**config.mk**
```make
export PLATFORM = sky130hd
export DESIGN_NAME = alu_seq
export DESIGN_NICKNAME = d
export VERILOG_FILES = /design/src/rtl/alu_seq.sv
export SDC_FILE = /design/constraint.sdc
export NUM_CORES = 1
export LEC_CHECK = 0
export BUFFER_PORTS_ARGS = -buffer_cell sky130_fd_sc_hd__buf_2
export CAP_MARGIN = 20
export CORE_ASPECT_RATIO = 0.8
export CORE_MARGIN = 2
export CORE_UTILIZATION = 40
export CTS_CLUSTER_DIAMETER = 50
export DETAILED_ROUTE_END_ITERATION = 10
export PLACE_DENSITY = 0.56
export SETUP_SLACK_MARGIN = 0.1
export SYNTH_ARGS = -nofsm -noshare
export SYNTH_HDL_FRONTEND = slang
export SYNTH_SLANG_ARGS = --single-unit
```
**constraint.sdc**
```tcl
create_clock -name Clk -period 3.1 [get_ports Clk]
set_input_delay 0.62 -clock Clk [delete_from_list [all_inputs] [get_ports Clk]]
set_output_delay 0.62 -clock Clk [all_outputs]
set_load 0.01 [all_outputs]
```
**src/rtl/alu_seq.sv**
```systemverilog
// rtl/alu_seq.sv - registered WIDTH-bit ALU with Init/Done handshake and iterative shift-add multiply
module alu_seq #(
   parameter int WIDTH = 4
) (
   input  logic               Clk,
   input  logic               Rst,
   input  logic               Init,
   input  logic [WIDTH-1:0]   A,
   input  logic [WIDTH-1:0]   B,
   input  logic [2:0]         Select,
   output logic [2*WIDTH-1:0] Sal,
   output logic               Cout,
   output logic               Zero,
   output logic               Busy,
   output logic               Done
);
   localparam int CW = (WIDTH > 2) ? $clog2(WIDTH) : 1;
   localparam logic [CW-1:0] CNT_LAST = CW'(WIDTH - 1);

   localparam logic [1:0] S_IDLE = 2'd0;
   localparam logic [1:0] S_MUL  = 2'd1;
   localparam logic [1:0] S_DONE = 2'd2;

   localparam logic [2:0] OP_ADD = 3'b000;
   localparam logic [2:0] OP_SUB = 3'b001;
   localparam logic [2:0] OP_MUL = 3'b010;
   localparam logic [2:0] OP_AND = 3'b011;
   localparam logic [2:0] OP_OR  = 3'b100;
   localparam logic [2:0] OP_XOR = 3'b101;
   localparam logic [2:0] OP_SHL = 3'b110;
   localparam logic [2:0] OP_SHR = 3'b111;

   logic [1:0]         state;
   logic [WIDTH-1:0]   a_q;
   logic [WIDTH-1:0]   b_q;
   logic [2*WIDTH-1:0] acc;
   logic [2*WIDTH-1:0] acc_next;
   logic [CW-1:0]      cnt;

   logic [WIDTH:0]     sum;
   logic [WIDTH-1:0]   res_lo;
   logic               res_c;
   logic [2*WIDTH-1:0] res;

   // Single-cycle ops are evaluated straight from the inputs at the accepting edge
   always_comb begin
      sum    = {1'b0, A} + {1'b0, B};
      res_lo = '0;
      res_c  = 1'b0;
      case (Select)
         OP_ADD: begin res_lo = sum[WIDTH-1:0]; res_c = sum[WIDTH]; end
         OP_SUB: begin res_lo = A - B;          res_c = (A >= B);   end
         OP_AND: res_lo = A & B;
         OP_OR:  res_lo = A | B;
         OP_XOR: res_lo = A ^ B;
         OP_SHL: begin res_lo = {A[WIDTH-2:0], 1'b0}; res_c = A[WIDTH-1]; end
         OP_SHR: begin res_lo = {1'b0, A[WIDTH-1:1]}; res_c = A[0];       end
         default: begin res_lo = '0; res_c = 1'b0; end
      endcase
      res = {{WIDTH{1'b0}}, res_lo};
   end

   always_comb begin
      acc_next = acc;
      if (a_q[cnt])
         acc_next = acc + ({{WIDTH{1'b0}}, b_q} << cnt);
   end

   always_ff @(posedge Clk or posedge Rst) begin
      if (Rst) begin
         state <= S_IDLE;
         a_q   <= '0;
         b_q   <= '0;
         acc   <= '0;
         cnt   <= '0;
         Sal   <= '0;
         Cout  <= 1'b0;
         Zero  <= 1'b0;
      end else begin
         case (state)
            S_IDLE: begin
               if (Init) begin
                  a_q <= A;
                  b_q <= B;
                  if (Select == OP_MUL) begin
                     acc   <= '0;
                     cnt   <= '0;
                     state <= S_MUL;
                  end else begin
                     Sal   <= res;
                     Cout  <= res_c;
                     Zero  <= (res == '0);
                     state <= S_DONE;
                  end
               end
            end
            S_MUL: begin
               acc <= acc_next;
               cnt <= cnt + CW'(1);
               if (cnt == CNT_LAST) begin
                  Sal   <= acc_next;
                  Cout  <= 1'b0;
                  Zero  <= (acc_next == '0);
                  state <= S_DONE;
               end
            end
            S_DONE:  state <= S_IDLE;
            default: state <= S_IDLE;
         endcase
      end
   end

   assign Busy = (state != S_IDLE);
   assign Done = (state == S_DONE);
endmodule

```
==> summary.md <==
| Metric | Value |
|---|---|
| Result of the run | `complete, no violations` |
| Iteration-0 DRC Markers | `86` |
| P_leak | `1.26 nW` |
| Combined area of the multi-input logic cells | `0.00154 mm^2` |
| Initial antenna violation count | `0` |
| Port Buffer Count | `25` |
| Tcrit/Tclk final | `86.8%` |
| Clock Sinks | `30` |
| Final Critical Period | `2.69 ns` |
| Slowest cell delay on critical path | `0.55 ns` |
| RSZ-0062 raised after global routing | `no` |
| Reg-to-reg endpoint | `Zero` |
| Wire length after detailed routing | `5750 um` |
| Area of the die | `0.00669 mm^2` |
| Remaining antenna violation count after routing | `0` |
| Effective utilization at floorplan | `41.1%` |
| Fraction of the yosys area taken by sequential cells | `31.0%` |
| Cell accounting for the most synthesized area | `dfrtp_1` |
| Max_cap viols | `0` |
| Achievable frequency | `372 MHz` |
| Top-area cell type share of the netlist area | `31.0%` |
| Post-Synthesis Cell Area | `0.00242 mm^2` |
| Floorplan die width | `90.9 um` |
| Peak supply drop | `302 uV` |
| Slew of the pin with the lowest slew margin | `0.772 ns` |
| Power Dens Cells | `754 mW/mm^2` |
| All-Layer GR Usage | `18.2%` |
| Synth-to-layout area growth | `11.7%` |
| Aggregate negative setup slack | `0 ns` |
| Number of buffers inserted by post-CTS setup repair | `0` |
| Post-synth EDFFs | `0` |
| Post-cts sizing count | `0` |
| Number of storage elements in the synthesis netlist | `30` |
| Hold buffer count at CTS | `0` |
| Data arrival time of the critical path | `2.87 ns` |
| Inserted Clock Buffers | `5` |
| Height of the chip | `73.6 um` |
| CP Buf/Inv Count | `0` |
| Most common library cell in the layout ignoring fill and taps | `dfrtp_1` |
| DR DRC count | `0` |
| Top post-synthesis cells by area | `dfrtp_1 (31%), ha_1 (12%), mux2i_1 (5.0%), mux2_1 (4.2%), o21ai_1 (3.7%)` |
| Slack of the worst reg-to-reg path | `0.41 ns` |
| Number of distinct library cell variants in the gate-level netlist after synthesis | `57` |
| Startpoint of the worst-slack reg-to-reg timing path | `cnt[1]` |
| Setup Skew | `0.0129 ns` |
| Fraction of layout instances using a drive strength above 1 | `14.1%` |
| Final-layout worst hold slack | `0.400 ns` |
| Total of endpoints with negative setup slack in the final report | `0` |
| Startpoint class of the critical path | `flip-flop` |
| Post-Syn Nets | `306` |
| Crit-path slowest cell | `dfrtp_1` |
| Required time of the worst setup path | `3.28 ns` |
| Worst path setup slack after routing | `0.409 ns` |
| Cell count of the worst reg-to-reg path | `10` |
| Net total in the final layout | `329` |
| Crit end category | `flip-flop` |
| Final Util | `46.0%` |
| Post-placement setup slack | `0.293 ns` |
| Share of synthesized flip-flops with an asynchronous set or reset | `100%` |
| Average wire per standard cell | `15.5 um` |
| First-pass GRT wire length | `9630 um` |
| Syn Inst Count | `266` |
| Master cell of the clock root buffer | `clkbuf_8` |
| Number of search-and-repair iterations in the first detailed-routing pass | `4` |
| Core Rows | `25` |
| Detailed-route via count | `1984` |
| Average cell area after synthesis | `9.09 um^2` |
| Buffer depth of the longest clock path | `2` |
| Area taken by flip-flops and latches | `751 um^2` |
| Vias in the first global route | `1821` |
| Category of the critical setup timing path | `reg2reg` |
| Number of primary I/O pins | `26` |
| Slew Viols, Final | `0` |
| Maximum number of pins on one net before global-route repair | `31` |
| Yosys Warn Count | `0` |
| Main synth FF type | `dfrtp_1` |
| Clock slew seen by the registers of the worst setup and hold paths | `0.08 ns` |
| Number of vias per cell | `5.35` |
| Maximum fanout along the worst path | `11` |
| Leading cell types in the layout, fill and taps excluded | `dfrtp_1 (30), buf_2 (25), nand2_1 (24), ha_1 (23), nor2_1 (20)` |
| Hold violation total from the final report | `0` |
| Worst path cell trace | `mux2_1, nor2_1, a21oi_1, ha_1, o21ai_1, nor3_1, o31ai_4, xnor2_1, and4bb_1, a31o_1` |
| CTS tree | `built` |
| Final HPWL DP | `4380 um` |
| Hold/Removal Path Class | `in2async` |
| Number of filler instances in the final layout | `595` |
| Count of H-tree levels built during CTS | `2` |
| Max_slew headroom | `48.3%` |
| Final estimated routing congestion in global placement | `0.845` |
| Clock network latency to the later pin of the worst-skew pair | `0.29 ns` |
| Top Family by Delay on Critical Path | `simple AND/OR/NAND/NOR gates` |
| Placeable Area | `0.00588 mm^2` |
| Grt ovf | `0` |
| Diode count | `0` |
## worst max path at each step
stage | slack, ns | from | to | depth (start not counted)
floorplan | 0.67 | cnt[0] | Zero | 11
global placement | 0.38 | A[0] | Zero | 10
detailed placement | 0.29 | A[0] | Zero | 10
CTS | 0.41 | cnt[1] | Zero | 10
global route | 0.18 | cnt[1] | Zero | 10
finish | 0.41 | cnt[1] | Zero | 10
## where the power goes
| part | internal [mW] | switching (mW) | total [mW] |
|---|---|---|---|
| clock | 0.178 | 0.161 | 0.340 |
| combinational | 0.456 | 0.616 | 1.07 |
| sequential | 0.509 | 0.117 | 0.626 |
## sequential cells by signal, indices dropped and copies added, names as in the netlist
signal	flops
acc	8
b_q	4
Sal	8
cnt	2
a_q	4
Cout	1
state	2
Zero	1
## cells in the mapped netlist, types with 2 or more instances
cell	number
o31ai_1	2
xnor2_1	5
nor3b_1	2
inv_1	13
a21oi_1	11
o21ai_1	18
or2_1	2
clkbuf_1	3
o21ai_0	11
nand2b_1	3
nand2_1	24
a32o_1	3
nand3_1	3
a211oi_1	2
nand3b_1	3
mux2_1	9
nor2_1	20
a221oi_1	2
o21bai_1	2
buf_2	9
dfrtp_1	30
ha_1	23
nor2b_1	11
o221ai_1	2
nor3_1	5
o32ai_1	2
a21o_1	3
mux2i_1	12
fa_1	3
## area by class of cell
class | count | area share, %
repair buffers | 29 | 5.74
multi-input cells | 208 | 57.1
well taps | 81 | 3.75
clock inverters | 2 | 0.463
flip-flops and latches | 30 | 27.8
clock buffers | 6 | 3.06
inverters | 15 | 2.08
## cells by family (layout without fill, tap and decap cells)
kind of cell	after synthesis	in the layout	share of synthesized area, %
DFF	30	30	31.0
buffers and inverters	28	52	5.12
AOI/OAI and AO/OA	72	72	20.0
muxes	22	22	10.1
xor gates and xnor gates	6	6	2.17
adders and majority gates	26	26	14.4
and+or+nand+nor	82	82	17.2
## per-layer routing
metal / wire length [um] / global-route usage, % / vias to the layer above / share of wire [%]
met1: 3190 / 29.8 / 922 / 56
li1: - / - / 1009 / -
met4: 66 / 4.38 / 0 / 1.1
met3: 309 / 4.00 / 7 / 5.4
met2: 2180 / 23.6 / 46 / 38
met5: 0 / 0 / - / 0
## worst min-delay path, stage by stage
cell	delay, ns
buf_2	0.09
inv_1	0.04
buf_4	0.35
## per-stage QoR
step / power [mW] / area, um^2 / std cells
5_1_grt: 2.22 / 2700 / 371
3_3_place_gp: 1.69 / 2610 / 363
3_5_place_dp: 1.70 / 2610 / 363
4_1_cts: 2.05 / 2700 / 371
2_1_floorplan: 1.43 / 2420 / 266
6_report: 2.04 / 2700 / 371
(Power assumes the default switching activity.)
